--- config.mk ---
export PLATFORM = sky130hd
export DESIGN_NAME = ysyx_22040125_seq_ctrl
export DESIGN_NICKNAME = d
export VERILOG_FILES = /design/src/rtl/ysyx_22040125_seq_ctrl.sv
export SDC_FILE = /design/constraint.sdc
export NUM_CORES = 1
export LEC_CHECK = 0
export ABC_CLOCK_PERIOD_IN_PS = 3200
export CAP_MARGIN = 20
export CORE_MARGIN = 2
export CORE_UTILIZATION = 43
export DETAILED_ROUTE_END_ITERATION = 7
export PLACE_DENSITY = 0.72
export RECOVER_POWER = 100
export SETUP_SLACK_MARGIN = 0.1
export SLEW_MARGIN = 30
export SYNTH_ARGS = -nofsm -noshare
export SYNTH_HDL_FRONTEND = slang
export SYNTH_SLANG_ARGS = --single-unit
--- constraint.sdc ---
create_clock -name clk -period 3.2 [get_ports clk]
set_input_delay 0.64 -clock clk [delete_from_list [all_inputs] [get_ports clk]]
set_output_delay 0.64 -clock clk [all_outputs]
set_load 0.05 [all_outputs]
--- src/rtl/ysyx_22040125_seq_ctrl.sv ---
// Multi-cycle FETCH/DECODE/EXEC/MEM/WB sequencer with retired-instruction counter.
// Optional memory-wait watchdog enabled by YSYX_22040125_SEQ_WATCHDOG_EN.
module ysyx_22040125_seq_ctrl #(
  parameter int WDT_W = 8
) (
  input  logic        clk,
  input  logic        rst_n,
  input  logic        start,
  output logic        imem_req,
  input  logic        imem_ready,
  output logic        ir_we,
  input  logic        dec_data_ren,
  input  logic        dec_data_wen,
  input  logic        dec_reg_wen,
  input  logic        dec_ebreak,
  output logic        dmem_req,
  output logic        dmem_we,
  input  logic        dmem_ready,
  output logic        reg_we,
  output logic        pc_we,
  output logic        halted,
  output logic        err,
  output logic [2:0]  state,
  output logic [63:0] instret
);

  typedef enum logic [2:0] {
    S_IDLE   = 3'd0,
    S_FETCH  = 3'd1,
    S_DECODE = 3'd2,
    S_EXEC   = 3'd3,
    S_MEM    = 3'd4,
    S_WB     = 3'd5,
    S_HALT   = 3'd6
  } state_t;

  state_t cur, nxt;
  logic   wdt_expire;
  logic   is_load;

  // A combined load+store is handled as a store, so it gets no implicit rd write.
  assign is_load = dec_data_ren && !dec_data_wen;

`ifdef YSYX_22040125_SEQ_WATCHDOG_EN
  logic [WDT_W-1:0] wdt_cnt;
  logic             waiting;

  assign waiting    = ((cur == S_FETCH) && !imem_ready) || ((cur == S_MEM) && !dmem_ready);
  assign wdt_expire = waiting && (wdt_cnt == {WDT_W{1'b1}});

  // Any cycle outside a wait clears the count, which covers every entry to FETCH or MEM.
  always_ff @(posedge clk or negedge rst_n) begin
    if (!rst_n)       wdt_cnt <= '0;
    else if (waiting) wdt_cnt <= wdt_cnt + 1'b1;
    else              wdt_cnt <= '0;
  end
`else
  assign wdt_expire = 1'b0 && (WDT_W > 0);
`endif

  always_comb begin
    nxt = cur;
    unique case (cur)
      S_IDLE:   if (start) nxt = S_FETCH;
      S_FETCH:  if (imem_ready) nxt = S_DECODE;
                else if (wdt_expire) nxt = S_HALT;
      S_DECODE: nxt = S_EXEC;
      S_EXEC:   if (dec_ebreak) nxt = S_HALT;
                else if (dec_data_wen || dec_data_ren) nxt = S_MEM;
                else nxt = S_WB;
      S_MEM:    if (dmem_ready) nxt = S_WB;
                else if (wdt_expire) nxt = S_HALT;
      S_WB:     nxt = S_FETCH;
      S_HALT:   nxt = S_HALT;
      default:  nxt = S_HALT;
    endcase
  end

  // Strobes are registered from the next state so they track the state register exactly.
  always_ff @(posedge clk or negedge rst_n) begin
    if (!rst_n) begin
      cur      <= S_IDLE;
      imem_req <= 1'b0;
      dmem_req <= 1'b0;
      dmem_we  <= 1'b0;
      reg_we   <= 1'b0;
      pc_we    <= 1'b0;
      halted   <= 1'b0;
      err      <= 1'b0;
      instret  <= 64'd0;
    end else begin
      cur      <= nxt;
      imem_req <= (nxt == S_FETCH);
      dmem_req <= (nxt == S_MEM);
      dmem_we  <= (nxt == S_MEM) && dec_data_wen;
      reg_we   <= (nxt == S_WB) && (dec_reg_wen || is_load);
      pc_we    <= (nxt == S_WB);
      halted   <= (nxt == S_HALT);
      if (wdt_expire) err <= 1'b1;
      if (cur == S_WB) instret <= instret + 64'd1;
    end
  end

  assign ir_we = (cur == S_FETCH) && imem_ready;
  assign state = cur;

endmodule

# Yosys cells after proc, flatten, opt, wreduce, memory -nomap -nowiden
# Cells that the tools add are included.
# W data, S select, Z words.
[word_totals]
latchBits = 0
elab_cells = 32
out_inout_bits = 75
register_bits = 73
ram_bits = 0
mem_bits_ro = 0
input_bits = 9
mem_count = 0
[op_classes]
shift = 0
muxes = 6
order_cmp = 0
div_mod_pow = 0
eq_ne = 9
n_bitwise = 0
addsub = 1
n_reduce_logical = 8
n_mul = 0
[ops]
columns = ["op", "count"]
rows = [
  ["$add A64 B1 Y64 const B", 1],
  ["$pmux W3 S6", 1],
  ["$eq A3 B3 Y1 const B", 5],
  ["$mux W3", 3],
  ["$eq A3 B1 Y1 const B", 2],
  ["$eq A3 B2 Y1 const B", 2],
  ["$logic_and A1 B1 Y1", 4],
  ["$logic_not A3 Y1", 1],
  ["$logic_or A1 B1 Y1", 2],
  ["$mux W2", 1],
  ["$logic_not A1 Y1", 1],
  ["$mux W1", 1],
]

# Depth between registers and ports, before layout
[depth]
depth_word = 6
ltp_mapped = 7
ltp_nobuf = 6

# Worst setup path before layout
# No wires, ideal clock.
[synth_timing]
path_kind = "register to register"
from = "reg instret[9]"
to = "reg instret[39]"
setup_slack_ns = 1.087
synth_period_minus_slack_ns = 2.113
required_time_ns = 3.058
arrival_time_ns = 1.971
n_path_buf = 1
setup_ns = 0.142
path_stages_with_launch = 7
path_cell_list = "dfrtp_1 -> nand4_2 -> nor4_4 -> and3_1 -> buf_2 -> nand4_1 -> xnor2_1"
[synth_via]
elab_chain_len = 1
[synth_rtl]
columns = ["item", "line_no", "rtl"]
rows = [
  ["start: declaration", "24", "output logic [63:0] instret"],
  ["start signal: assignment", "100", "if (cur == S_WB) instret <= instret + 64'd1;"],
  ["$add A64 B1 Y64", "100", ""],
]
# No other way between the ends.
# A chain may end at the register's enable or synchronous reset.

# Final worst setup path
[layout_timing]
from = "in imem_ready"
to = "out ir_we"
[layout_via]
elab_chain_len = 1
[layout_rtl]
columns = ["item", "line_no", "rtl"]
rows = [
  ["start: declaration", "10", "input logic imem_ready,"],
  ["$logic_and A1 B1 Y1", "104", "assign ir_we = (cur == S_FETCH) && imem_ready;"],
  ["end: declaration", "11", "output logic ir_we,"],
]
# No other way between the ends.

==> results.sh <==
export IMPL_crit_buf_inv=2
export IMPL_first_global_vias=2499
export IMPL_die_width_um=93.6
export IMPL_fmax_mhz=380
export IMPL_hp_class="register to register"
export IMPL_pwr_share_comb_pct=25.4
export IMPL_antenna_cells=0
export IMPL_hold_viol=0
export IMPL_place_ws_ns=0.904
export IMPL_hold_buffers=0
export IMPL_whs_path_depth=1
export IMPL_ys_ff_latch=73
export IMPL_num_vias=2560
export IMPL_cts_sinks=73
export IMPL_avgSynthCellArea_um2=11.4
export IMPL_firstDrtPassIters=4
export IMPL_violations="max-capacitance violations, max-slew violations"
export IMPL_antenna_found_initial=0
export IMPL_fin_tns_setup_ns=0
export IMPL_r2r_end="instret[57]$_DFFE_PN0N_"
export IMPL_syn2layout_area_growth_pct=29.7
export IMPL_ys_warn_count=0
export IMPL_multiInputGateArea_um2=1510
export IMPL_arrival_ns=1.99
export IMPL_synth_area_leaders="dfrtp_1 53%, xnor2_1 9.1%, xor2_1 6.8%"
export IMPL_power_density_nw_per_um2=506
export IMPL_power_leakage_nw=2.21
export IMPL_p_switching_mw=0.800
export IMPL_clk_path_buf_depth=2
export IMPL_start_util_pct=44.5
export IMPL_cts_clk_slew_worst_paths_ns=0.07
export IMPL_drc_errors=0
export IMPL_endpoint="ir_we"
export IMPL_viasPerCell=5.14
export IMPL_critPathMaxStageDelay_ns=0.51
export IMPL_layout_common_cells="75 x dlygate4sd3_1, 73 x dfrtp_1, 36 x xnor2_1"
export IMPL_grt_max_degree=38
export IMPL_crit_fanout=2
export IMPL_crit_family="buffers and inverters"
export IMPL_ys_seq_area_share_pct=52.9
export IMPL_grt_overflow=0
export IMPL_wl_per_cell_um=14.7
export IMPL_drt_initial_drc_count=69
export IMPL_nFillCells=705
export IMPL_slowest_stage="dlygate4sd3_1"
export IMPL_io_pins=84
export IMPL_globalplace_congestion=0.848
export IMPL_fp_row_count=32
export IMPL_worst_slack_ns=0.567
export IMPL_nNetsFinal=402
export IMPL_skew_ns=0.00429
export IMPL_reg2reg_depth=5
export IMPL_port_buffers=82
export IMPL_cp_startpoint="imem_ready"
export IMPL_post_synth_top_area_fraction_pct=52.9
export IMPL_grt_usage_pct=18.3
export IMPL_switching_share_pct=35.3
export IMPL_clk_insertion_delay_late_ns=0.34
export IMPL_ant_nets=0
export IMPL_pwr_share_seq_pct=47.6
export IMPL_setup_viol=0
export IMPL_cellInternalPower_mw=1.47
export IMPL_dieArea_um2=8770
export IMPL_vdd_drop_max_mv=0.472
export IMPL_end_kind="output pin"
export IMPL_grt_pass1_wl_um=12400
export IMPL_drive_gt1_share_pct=7.58
export IMPL_final_common_cell="dlygate4sd3_1"
export IMPL_die_h_um=93.6
export IMPL_slew_headroom_pct=-31.1
export IMPL_finalCritPeriodShare_pct=82.3
export IMPL_maxCapViolCount=1
export IMPL_post_cts_resized=0
export IMPL_cts_root_buf="clkbuf_8"
export IMPL_yosysTopAreaCell="dfrtp_1"
export IMPL_worst_path_stages=4
export IMPL_htreeDepth=3
export IMPL_status="complete, but fails checks"
export IMPL_routed_wl_um=7320
export IMPL_tritoncts="built"
export IMPL_fin_crit_ns=2.63
export IMPL_worst_setup_path_start_kind="primary input"
export IMPL_r2r_start="state[0]$_DFF_PN0_"
export IMPL_dp_hpwl_um=5520
export IMPL_crit_chain="dlygate4sd3_1, nor2b_1, and3b_1, clkbuf_1"
export IMPL_core_area_um2=7770
export IMPL_drv_slew=37
export IMPL_critical_path_class="primary input to output pin"
export IMPL_cts_buffers=9
export IMPL_post_cts_buffers=0
export IMPL_syn_cell_area_um2=3450
export IMPL_worst_slew_pin_slew_ns=1.97
export IMPL_yosysUniqueCellTypes=43
export IMPL_worstPathRequired_ns=2.56
export IMPL_clkPwrFrac_pct=27.0
export IMPL_syn_inst=302
export IMPL_r2r_slack_ns=0.71
export IMPL_regArea_um2=1830
export IMPL_rsz0062_at_grt="false"
export IMPL_syn_nets=312
-- cell type report --
class	count	share of cell area [%]
flip-flops and latches	73	40.8
multi-input cells	219	33.8
repair buffers	83	18.5
clock buffers	12	3.24
well taps	102	2.85
inverters	6	0.503
clock inverters	3	0.391
-- layer usage --
layer	track usage (%)	wire length, um
met5	0	0
met4	6.16	93
met3	6.61	521
met2	27.7	3400
met1	24.4	3300
-- registers in the layout, indices dropped and copies added, names as in the netlist --
signal and cells:
state 3, imem_req 1, dmem_req 1, halted 1, pc_we 1, reg_we 1, instret 64, dmem_we 1
-- how the worst min path moves through the flow --
stage	start	slack, ns	endpoint
after floorplan	rst_n	0.34	dmem_req$_DFF_PN0_
after global placement	instret[63]$_DFFE_PN0N_	0.47	instret[63]$_DFFE_PN0N_
after detailed placement	instret[63]$_DFFE_PN0N_	0.47	instret[63]$_DFFE_PN0N_
after CTS	rst_n	0.40	instret[36]$_DFFE_PN0N_
after global routing	instret[63]$_DFFE_PN0N_	0.50	instret[63]$_DFFE_PN0N_
final	instret[63]$_DFFE_PN0N_	0.47	instret[63]$_DFFE_PN0N_
-- worst reg2reg max path, stage by stage (launching register included) --
cell and delay [ns]:
dfrtp_1 0.51, nand3b_1 0.28, nor4_1 0.90, nand4_1 0.30
nor4_2 0.26, xor2_1 0.18
-- through the flow --
step	cells	util [%]	hold WS (ns)	power, mW	instance area, um^2
after floorplan	302	-	0.344	1.50	3450
after global placement	483	56.6	0.470	1.71	4390
after detailed placement	483	56.6	0.468	1.72	4390
after CTS	498	58.7	0.405	2.34	4560
after global routing	498	57.7	0.505	2.39	4480
final	498	57.7	0.470	2.27	4480
-- cell families (layout without fill, tap and decap cells) --
family          count (synthesis)  after routing  synth area share, %
compound gates                  6              6                 1.23
xor+xnor                       63             63                 16.0
fa+ha+maj                       1              1                0.362
buf+inv                        10            104                 1.27
flops                          73             73                 52.9
mux                             2              2                0.616
other cells                     1              1                0.109
simple gates                  146            146                 27.6
-- power by group through the flow --
stage	sequential [mW]	combinational (mW)	clock, mW
global route	1.09	0.618	0.678
global placement	1.09	0.611	0
finish	1.08	0.576	0.613
detailed placement	1.10	0.616	0
CTS	1.09	0.620	0.637
floorplan	1.31	0.186	0
-- Yosys cell counts (all sizes together) --
master and instances:
buf 3, or3 1, mux2 1, xor2 27, a21oi 2, and3 4, ha 1, o21a 1
o31ai 1, and2 8, nand4b 1, xnor2 36, nand2 24, clkbuf 1, o32a 1, nand2b 1
or2 1, inv 6, nand3 19, a21o 1, nor2b 4, and4 3, nor3 14, nand4 29
nand3b 1, conb 1, dfrtp 73, nor2 22, mux2i 1, nor4 13, and3b 1
Note: power is estimated with default switching activity, not from simulation.
